### src/rtl/traffic_light_fsm_pkg.sv
// rtl/traffic_light_fsm_pkg.sv - shared types, BCD conversion and parameter range helpers
package traffic_pkg;

    typedef enum logic [1:0] {
        S_RED    = 2'd0,
        S_GREEN  = 2'd1,
        S_YELLOW = 2'd2
    } state_e;

    localparam int PHASE_MIN = 1;
    localparam int PHASE_MAX = 99;

    function automatic logic [7:0] to_bcd(input int value);
        return {4'(value / 10), 4'(value % 10)};
    endfunction

    function automatic bit in_range(input int value, input int lo, input int hi);
        return (value >= lo) && (value <= hi);
    endfunction

endpackage

### src/rtl/traffic_light_fsm_if.sv
// rtl/traffic_light_fsm_if.sv - tick/pedestrian inputs and lamp/display outputs of the traffic light
interface traffic_light_fsm_if;
    logic       tick_1s;
    logic       ped_req;
    logic       red;
    logic       yellow;
    logic       green;
    logic [3:0] sec_tens;
    logic [3:0] sec_ones;
    logic       ped_ack;

    modport master (
        output tick_1s, ped_req,
        input  red, yellow, green, sec_tens, sec_ones, ped_ack
    );

    modport slave (
        input  tick_1s, ped_req,
        output red, yellow, green, sec_tens, sec_ones, ped_ack
    );
endinterface

### src/rtl/traffic_light_fsm_bcd_down_counter.sv
// rtl/traffic_light_fsm_bcd_down_counter.sv - two-digit BCD down counter with priority load
module bcd_down_counter #(
    parameter logic [7:0] RESET_VAL = 8'h30
) (
    input  logic       clk,
    input  logic       rst_n,
    input  logic       load,
    input  logic [7:0] load_val,
    input  logic       dec,
    output logic [7:0] q,
    output logic       is_one
);

    logic [7:0] q_dec;

    // Borrow from tens when ones wraps; the owner never decrements past 01.
    always_comb begin
        q_dec = q;
        if (q[3:0] != 4'd0) begin
            q_dec[3:0] = q[3:0] - 4'd1;
        end else begin
            q_dec[3:0] = 4'd9;
            q_dec[7:4] = q[7:4] - 4'd1;
        end
    end

    always_ff @(posedge clk or negedge rst_n) begin
        if (!rst_n) begin
            q <= RESET_VAL;
        end else if (load) begin
            q <= load_val;
        end else if (dec) begin
            q <= q_dec;
        end
    end

    assign is_one = (q == 8'h01);

endmodule

### src/rtl/traffic_light_fsm.sv
// rtl/traffic_light_fsm.sv - three-phase traffic light with BCD countdown and pedestrian green cut
module traffic_light_fsm
    import traffic_pkg::*;
#(
    parameter int GREEN_S  = 25,
    parameter int YELLOW_S = 5,
    parameter int RED_S    = 30,
    parameter int PED_MIN  = 5
) (
    input  logic                clk,
    input  logic                rst_n,
    traffic_light_fsm_if.slave  bus
);

    localparam logic [1:0] ST_RED    = S_RED;
    localparam logic [1:0] ST_GREEN  = S_GREEN;
    localparam logic [1:0] ST_YELLOW = S_YELLOW;

    localparam logic [7:0] RED_BCD    = to_bcd(RED_S);
    localparam logic [7:0] GREEN_BCD  = to_bcd(GREEN_S);
    localparam logic [7:0] YELLOW_BCD = to_bcd(YELLOW_S);
    localparam logic [7:0] PED_BCD    = to_bcd(PED_MIN);

    if (!in_range(GREEN_S, PHASE_MIN, PHASE_MAX)) begin : g_bad_green
        $error("GREEN_S outside 1..99");
    end
    if (!in_range(YELLOW_S, PHASE_MIN, PHASE_MAX)) begin : g_bad_yellow
        $error("YELLOW_S outside 1..99");
    end
    if (!in_range(RED_S, PHASE_MIN, PHASE_MAX)) begin : g_bad_red
        $error("RED_S outside 1..99");
    end
    if (!in_range(PED_MIN, 1, GREEN_S)) begin : g_bad_ped
        $error("PED_MIN outside 1..GREEN_S");
    end

    logic [1:0] state;
    logic [1:0] next_state;
    logic       ped_pend;
    logic       ped_ack_r;
    logic       red_r;
    logic       yellow_r;
    logic       green_r;
    logic [7:0] q;
    logic       is_one;
    logic       terminal;
    logic       cut;
    logic       load;
    logic [7:0] load_val;

    assign terminal = bus.tick_1s && is_one;
    // BCD ordering matches numeric ordering, so the count compares directly.
    assign cut = bus.tick_1s && !is_one && (state == ST_GREEN)
              && (ped_pend || bus.ped_req) && (q > PED_BCD);
    assign load = terminal || cut;

    always_comb begin
        next_state = state;
        if (terminal) begin
            case (state)
                ST_RED:    next_state = ST_GREEN;
                ST_GREEN:  next_state = ST_YELLOW;
                default:   next_state = ST_RED;
            endcase
        end
    end

    always_comb begin
        load_val = PED_BCD;
        if (terminal) begin
            case (next_state)
                ST_GREEN:  load_val = GREEN_BCD;
                ST_YELLOW: load_val = YELLOW_BCD;
                default:   load_val = RED_BCD;
            endcase
        end
    end

    bcd_down_counter #(
        .RESET_VAL (RED_BCD)
    ) u_counter (
        .clk      (clk),
        .rst_n    (rst_n),
        .load     (load),
        .load_val (load_val),
        .dec      (bus.tick_1s),
        .q        (q),
        .is_one   (is_one)
    );

    // Lamps track next_state so they change on the same edge as the state.
    always_ff @(posedge clk or negedge rst_n) begin
        if (!rst_n) begin
            state     <= ST_RED;
            ped_pend  <= 1'b0;
            ped_ack_r <= 1'b0;
            red_r     <= 1'b1;
            yellow_r  <= 1'b0;
            green_r   <= 1'b0;
        end else begin
            state     <= next_state;
            ped_ack_r <= cut;
            red_r     <= (next_state == ST_RED);
            yellow_r  <= (next_state == ST_YELLOW);
            green_r   <= (next_state == ST_GREEN);
            if (terminal && (state == ST_GREEN)) begin
                ped_pend <= 1'b0;
            end else if (cut) begin
                ped_pend <= 1'b0;
            end else if ((state == ST_GREEN) && bus.ped_req) begin
                ped_pend <= 1'b1;
            end
        end
    end

    assign bus.red      = red_r;
    assign bus.yellow   = yellow_r;
    assign bus.green    = green_r;
    assign bus.sec_tens = q[7:4];
    assign bus.sec_ones = q[3:0];
    assign bus.ped_ack  = ped_ack_r;

endmodule

### src/flat_wrapper.sv
// flat-port wrapper written by rule: the top's interface ports become plain ports
module traffic_light_fsm_flat import traffic_pkg::*;
#(
    parameter int GREEN_S  = 25,
    parameter int YELLOW_S = 5,
    parameter int RED_S    = 30,
    parameter int PED_MIN  = 5
)
  (clk, rst_n, bus_tick_1s, bus_ped_req, bus_red, bus_yellow, bus_green, bus_sec_tens, bus_sec_ones, bus_ped_ack);
  traffic_light_fsm_if bus_i ();
  input  logic clk;
  input  logic rst_n;
  input wire logic [$bits(bus_i.tick_1s)-1:0] bus_tick_1s;
  input wire logic [$bits(bus_i.ped_req)-1:0] bus_ped_req;
  output wire logic [$bits(bus_i.red)-1:0] bus_red;
  output wire logic [$bits(bus_i.yellow)-1:0] bus_yellow;
  output wire logic [$bits(bus_i.green)-1:0] bus_green;
  output wire logic [$bits(bus_i.sec_tens)-1:0] bus_sec_tens;
  output wire logic [$bits(bus_i.sec_ones)-1:0] bus_sec_ones;
  output wire logic [$bits(bus_i.ped_ack)-1:0] bus_ped_ack;
  assign bus_i.tick_1s = bus_tick_1s;
  assign bus_i.ped_req = bus_ped_req;
  assign bus_red = bus_i.red;
  assign bus_yellow = bus_i.yellow;
  assign bus_green = bus_i.green;
  assign bus_sec_tens = bus_i.sec_tens;
  assign bus_sec_ones = bus_i.sec_ones;
  assign bus_ped_ack = bus_i.ped_ack;
  traffic_light_fsm #(.GREEN_S(GREEN_S), .YELLOW_S(YELLOW_S), .RED_S(RED_S), .PED_MIN(PED_MIN)) u_core (.clk(clk), .rst_n(rst_n), .bus(bus_i));
endmodule
### config.mk
export PLATFORM = sky130hd
export DESIGN_NAME = traffic_light_fsm_flat
export DESIGN_NICKNAME = d
export VERILOG_FILES = /design/src/rtl/traffic_light_fsm_pkg.sv /design/src/rtl/traffic_light_fsm_if.sv /design/src/rtl/traffic_light_fsm_bcd_down_counter.sv /design/src/rtl/traffic_light_fsm.sv /design/src/flat_wrapper.sv
export SDC_FILE = /design/constraint.sdc
export NUM_CORES = 1
export LEC_CHECK = 0
export ABC_AREA = 1
export CORE_UTILIZATION = 50
export DETAILED_ROUTE_END_ITERATION = 16
export GPL_TIMING_DRIVEN = 0
export PLACE_DENSITY = 0.75
export SLEW_MARGIN = 20
export SYNTH_ARGS = -nofsm -noshare
export SYNTH_HDL_FRONTEND = slang
export SYNTH_SLANG_ARGS = --single-unit
### constraint.sdc
create_clock -name clk -period 3.9 [get_ports clk]
set_input_delay 1.17 -clock clk [delete_from_list [all_inputs] [get_ports clk]]
set_output_delay 1.17 -clock clk [all_outputs]
set_load 0.02 [all_outputs]
### After elaboration in Yosys (flattened, before gate mapping)

Cells that the tools add are included.

| storage, ports and cells | value |
|---|---|
| flip-flop bits (word level) | 15 |
| bits of input ports | 4 |
| output and inout bits | 12 |

| cells by class | value |
|---|---|
| add/subtract/negate cells | 2 |
| order comparisons | 1 |
| eq/ne operators | 5 |
| multiplexer cells | 11 |
| reductions and logical operators | 16 |

Operators with widths:

| kind | count |
|---|---|
| 8-bit two-way mux | 3 |
| 6-bit case mux with 2 select lines | 1 |
| 8-bit by 1-bit == test with 1-bit output (second input constant) | 1 |
| 8-bit by 3-bit greater-than comparator with 1-bit output (second input constant) | 1 |
| 4-bit two-way mux | 2 |
| 4-bit by 1-bit subtractor with 4-bit output (second input constant) | 2 |
| 1-bit logical AND | 7 |
| 2-bit by 1-bit == test with 1-bit output (second input constant) | 2 |
| 2-bit zero test | 2 |
| 2-bit case mux with 2 select lines | 1 |
| 4-bit nonzero test | 1 |
| 1-bit two-way mux | 3 |
| 3-bit nonzero test | 1 |
| 2-bit == test (second input constant) | 1 |
| 1-bit logical OR | 2 |
| 2-bit two-way mux | 1 |
| 2-bit by 1-bit inequality test with 1-bit output (second input constant) | 1 |
| 2-bit AND reduction | 1 |
| 2-bit nonzero test | 1 |
| 1-bit zero test | 1 |

### Depth between registers and ports, before layout

| depth | value |
|---|---|
| depth after elaboration | 9 |
| depth in mapped cells | 15 |
| depth with buffers taken out | 15 |

### Hierarchy

A second synthesis with hierarchy kept.

| unflattened totals | value |
|---|---|
| cells, all modules | 114 |
| area total of the unflattened synthesis | 910.9 µm² |

Modules (own cells, without submodules):

| module | times used | cells an instance | area each (µm²) | seq. area each (µm²) |
|---|---|---|---|---|
| bcd_down_counter | 1 | 71 | 521.8 | 202.7 |
| traffic_light_fsm | 1 | 43 | 389.1 | 176.4 |

### Worst setup path before layout

OpenSTA, ideal clock, no wires.

| timing path | value |
|---|---|
| path kind | input-to-reg |
| start point | input bus_tick_1s |
| end point | register u_core.u_counter.q[0] |
| data arrival time | 2325 ps |
| required time | 3783 ps |
| slack | 1458 ps |
| cell stages on the path | 12 |
| path buffers | 1 |
| cells stage by stage | buf_4 > nand3_4 > inv_4 > o21ai_1 > o21ai_2 > inv_1 > ha_1 > nand4_1 > nand2_2 > nand2_1 > nand2_1 > nand2_1 |

| between the ends | value |
|---|---|
| word-level cells in the longest chain between the ends | 6 |
| elaborated cells on any way between the ends | 13 |
| those cells by class | eq/ne (2); mux (4); reduce/logical (7) |

Ends and longest elaborated chain:

| what | RTL line | source |
|---|---|---|
| from (decl) | flat_wrapper.sv:13 | `input wire logic [$bits(bus_i.tick_1s)-1:0] bus_tick_1s;` |
| 1-bit logical AND * | traffic_light_fsm.sv:51 | `assign terminal = bus.tick_1s && is_one;` |
| 2-bit two-way mux * | traffic_light_fsm.sv:59 | `if (terminal) begin` |
| named net u_core.next_state[0] | traffic_light_fsm.sv:38 | `logic [1:0] next_state;` |
| 2-bit == test or 2-bit by 1-bit == test with 1-bit output (tied branches) | traffic_light_fsm.sv:71 | `case (next_state)` |
| 6-bit case mux with 2 select lines * | traffic_light_fsm.sv:71 |  |
| 8-bit two-way mux * | traffic_light_fsm.sv:70 | `if (terminal) begin` |
| 8-bit two-way mux * | traffic_light_fsm_bcd_down_counter.sv:30 | `end else if (load) begin` |
| to (signal assigned) | traffic_light_fsm_bcd_down_counter.sv:31 | `q <= load_val;` |
| to (signal assigned) | traffic_light_fsm_bcd_down_counter.sv:33 | `q <= q_dec;` |
| to (decl) | traffic_light_fsm_bcd_down_counter.sv:10 | `output logic [7:0] q,` |

The timed path passes the listed nets; every way through them passes the cells marked *.
A chain may end at the register's enable or synchronous reset.

### Worst setup path in the final report

| timing path | value |
|---|---|
| start point | register u_core.u_counter.q[5] |
| end point | output bus_sec_tens[1] |

RTL lines:

| what | RTL line | source |
|---|---|---|
| to (decl) | flat_wrapper.sv:18 | `output wire logic [$bits(bus_i.sec_tens)-1:0] bus_sec_tens;` |

No word-level cell between the ends.

==> results.cfg <==
[timing]
hold_viol = 0
maxSlewHeadroom = 0.5657
period_needed_ns = 2.615
setup_viol = 0
period_share = 0.6706
hold_ws_ns = 0.4910
finClkSkew_ns = 0.008810
post-route-worst-setup-slack_ns = 1.285
fmax_ghz = 0.3824
slew_violations = 0
rsz0062_at_grt = no
worst_slew_pin_slew_ns = 0.6494
tns_ns = 0

[power]
vdd_ir_drop_max_mv = 0.4280
p_per_area_mw_per_mm2 = 864.4
leakage_nw = 0.5316

[clocking]
post_cts_resized = 0
cts.reportedPaths.clkPinSlew_ns = 0.09
h-tree-depth = 1
cts_sinks = 15
cts_tree = built
cts_buffer_depth = 2
postCtsSetupBuffers = 0
ctsHoldBuffers = 0
cts_made_buffers = 3
clockRootBuffer = clkbuf_4
clock_latency_ns = 0.28

[setup_path]
max_stage_delay_ns = 0.61
crit_fanout = 4
endpoint_kind = output pin
cp.required_ns = 2.73
cp_top_family = buffers and inverters
crit_slowest_cell = clkdlybuf4s50_1
worstReg2RegEnd = u_core.u_counter.q[2]
r2r_slack_ns = 1.66
critPathArrivalTime_ns = 1.45
r2r-start = u_core.u_counter.q[4]
worstPathCellList = clkdlybuf4s50_1
worst-r2r-cell-count = 14
critPathKind = reg -> out
cp_num_buf_inv = 1
crit_path_start_kind = register

[routing]
dr.pass1.iters = 10
post_drt_wl_per_cell_um = 11.51
drc_errors = 1
drt_iter0_drc = 11
post_drt_via_cell_ratio = 5.117
routed-via-count = 701
drtAntennaViolNets = 0
routed_wl_um = 1577

[global_routing]
met2_usage = 0.3045
use_met3 = 0.02917
track_usage = 0.1839
antenna_found_initial = 0
grt_max_degree = 16
grt_pass1_wl_um = 2594
grt.overflow.total = 0
gr-usage-met1 = 0.2312
grt_pass1_vias = 654
busiest_layer = met2

[worst_hold_path]
hp-class = reg -> reg
hold_start = u_core.u_counter.q[5]
min_to = u_core.u_counter.q[5]
hold-path-cell-count = 2

[synthesis]
synth-edff-count = 0
synth.distinct_cells = 23
syn_area_um2 = 867.1
async_reset_ff_frac = 1.000
synthesis.instances = 103
yosys_warnings = 0
synth_fp_nets = 111
avgSynthCellArea_um2 = 8.418
synthFlopType = dfrtp_1
ys_seq_area_frac = 0.4372
ys_ff_latch = 15

[layout]
final_area_mm2 = 0.001054
layout_common_cells = nand2_1 (24), clkdlybuf4s50_1 (14), dfrtp_1 (12), inv_1 (10), nand3_1 (8)
final_common_cell = nand2_1
nets = 130
area_growth_pct = 21.50
utilization = 0.6758
n_antenna_cell = 0
drive_above_1_share = 0.2479
final.fill_count = 135

[die]
coreArea_mm2 = 0.001559
fp.dieH_um = 43.65
die-area_mm2 = 0.001905
start_util = 0.5562
core.rowCount = 14
ios = 16
die_width_um = 43.65

[placed_design]
gp_congestion = 0.7378
place_ws_ns = 1.294
dp_hpwl_um = 1228
io_buffers = 14
dpl-instance-area_mm2 = 0.001027

[run]
maxCapViolCount = 0

[outcome]
status = complete, but fails checks
violations = design-rule violations
worst reg2reg max path, cell delays in order (launching register included):
cell	delay [ns]
dfstp_2	0.56
inv_1	0.06
ha_1	0.24
nand2_2	0.10
nor2_4	0.05
nand3_4	0.13
inv_4	0.06
o21ai_2	0.17
inv_1	0.08
ha_1	0.29
nand4_1	0.14
nand2_2	0.11
nand2_1	0.05
nand2_1	0.06
nand2_1	0.04
logic make-up after synthesis:
logic type / after synthesis / share of synthesized area
simple gates: 54 / 0.3420
buf+inv: 18 / 0.08515
flops: 15 / 0.4372
compound gates: 12 / 0.07792
fa+ha+maj: 4 / 0.05772
where the power goes:
part | leakage (nW) | internal, mW | switching, mW
Clock | 0.0150 | 0.0396 | 0.0486
Combinational | 0.335 | 0.217 | 0.297
Sequential | 0.182 | 0.238 | 0.0704
metrics by stage:
stage          power (mW)  cells
5_1_grt            0.9799    137
2_1_floorplan      0.6496    103
3_3_place_gp       0.8133    133
4_1_cts            0.9175    137
3_5_place_dp       0.8254    133
6_report           0.9107    137
synth_stat cells (all sizes together) (2+ instances only):
| cell type | instances | area (µm²) |
|---|---|---|
| a21oi | 5 | 25.02 |
| dfrtp | 12 | 300.3 |
| dfstp | 3 | 78.83 |
| ha | 4 | 50.05 |
| inv | 17 | 66.32 |
| nand2 | 32 | 150.2 |
| nand3 | 9 | 57.56 |
| nor2 | 9 | 53.80 |
| nor3 | 2 | 21.27 |
| o21ai | 7 | 42.54 |
registers in the layout (all words and copies together) (netlist names):
register            count
u_core.u_counter.q      8
u_core.state            2
u_core.bus.green        1
u_core.bus.ped_ack      1
u_core.bus.red          1
u_core.bus.yellow       1
u_core.ped_pend         1
worst max path at each step:
stage,end,cells past startpoint,start,slack (ns)
floorplan,u_core.u_counter.q[0],12,bus_tick_1s,1.46
global placement,u_core.u_counter.q[2],12,bus_tick_1s,1.31
detailed placement,u_core.u_counter.q[0],12,bus_tick_1s,1.29
CTS,bus_sec_tens[1],1,u_core.u_counter.q[5],1.27
global route,bus_sec_tens[1],1,u_core.u_counter.q[5],1.25
finish,bus_sec_tens[1],1,u_core.u_counter.q[5],1.28
metal layers:
layer  vias up  share of wire
met4         0         0.0082
met5         -              0
met3         2          0.023
li1        362              -
met2         9           0.49
met1       328           0.48
final cells by class:
type                       count  area, µm²  area share
tap                           16      20.02     0.01900
sequential                    15      379.1      0.3599
clock buffer                   4      26.28     0.02494
timing repair buffer          14      140.1      0.1330
inverter                      17      66.31     0.06295
buffer                         1      7.507    0.007126
multi-input combinational     70      414.1      0.3931
Note: power is estimated with default switching activity, not from simulation.
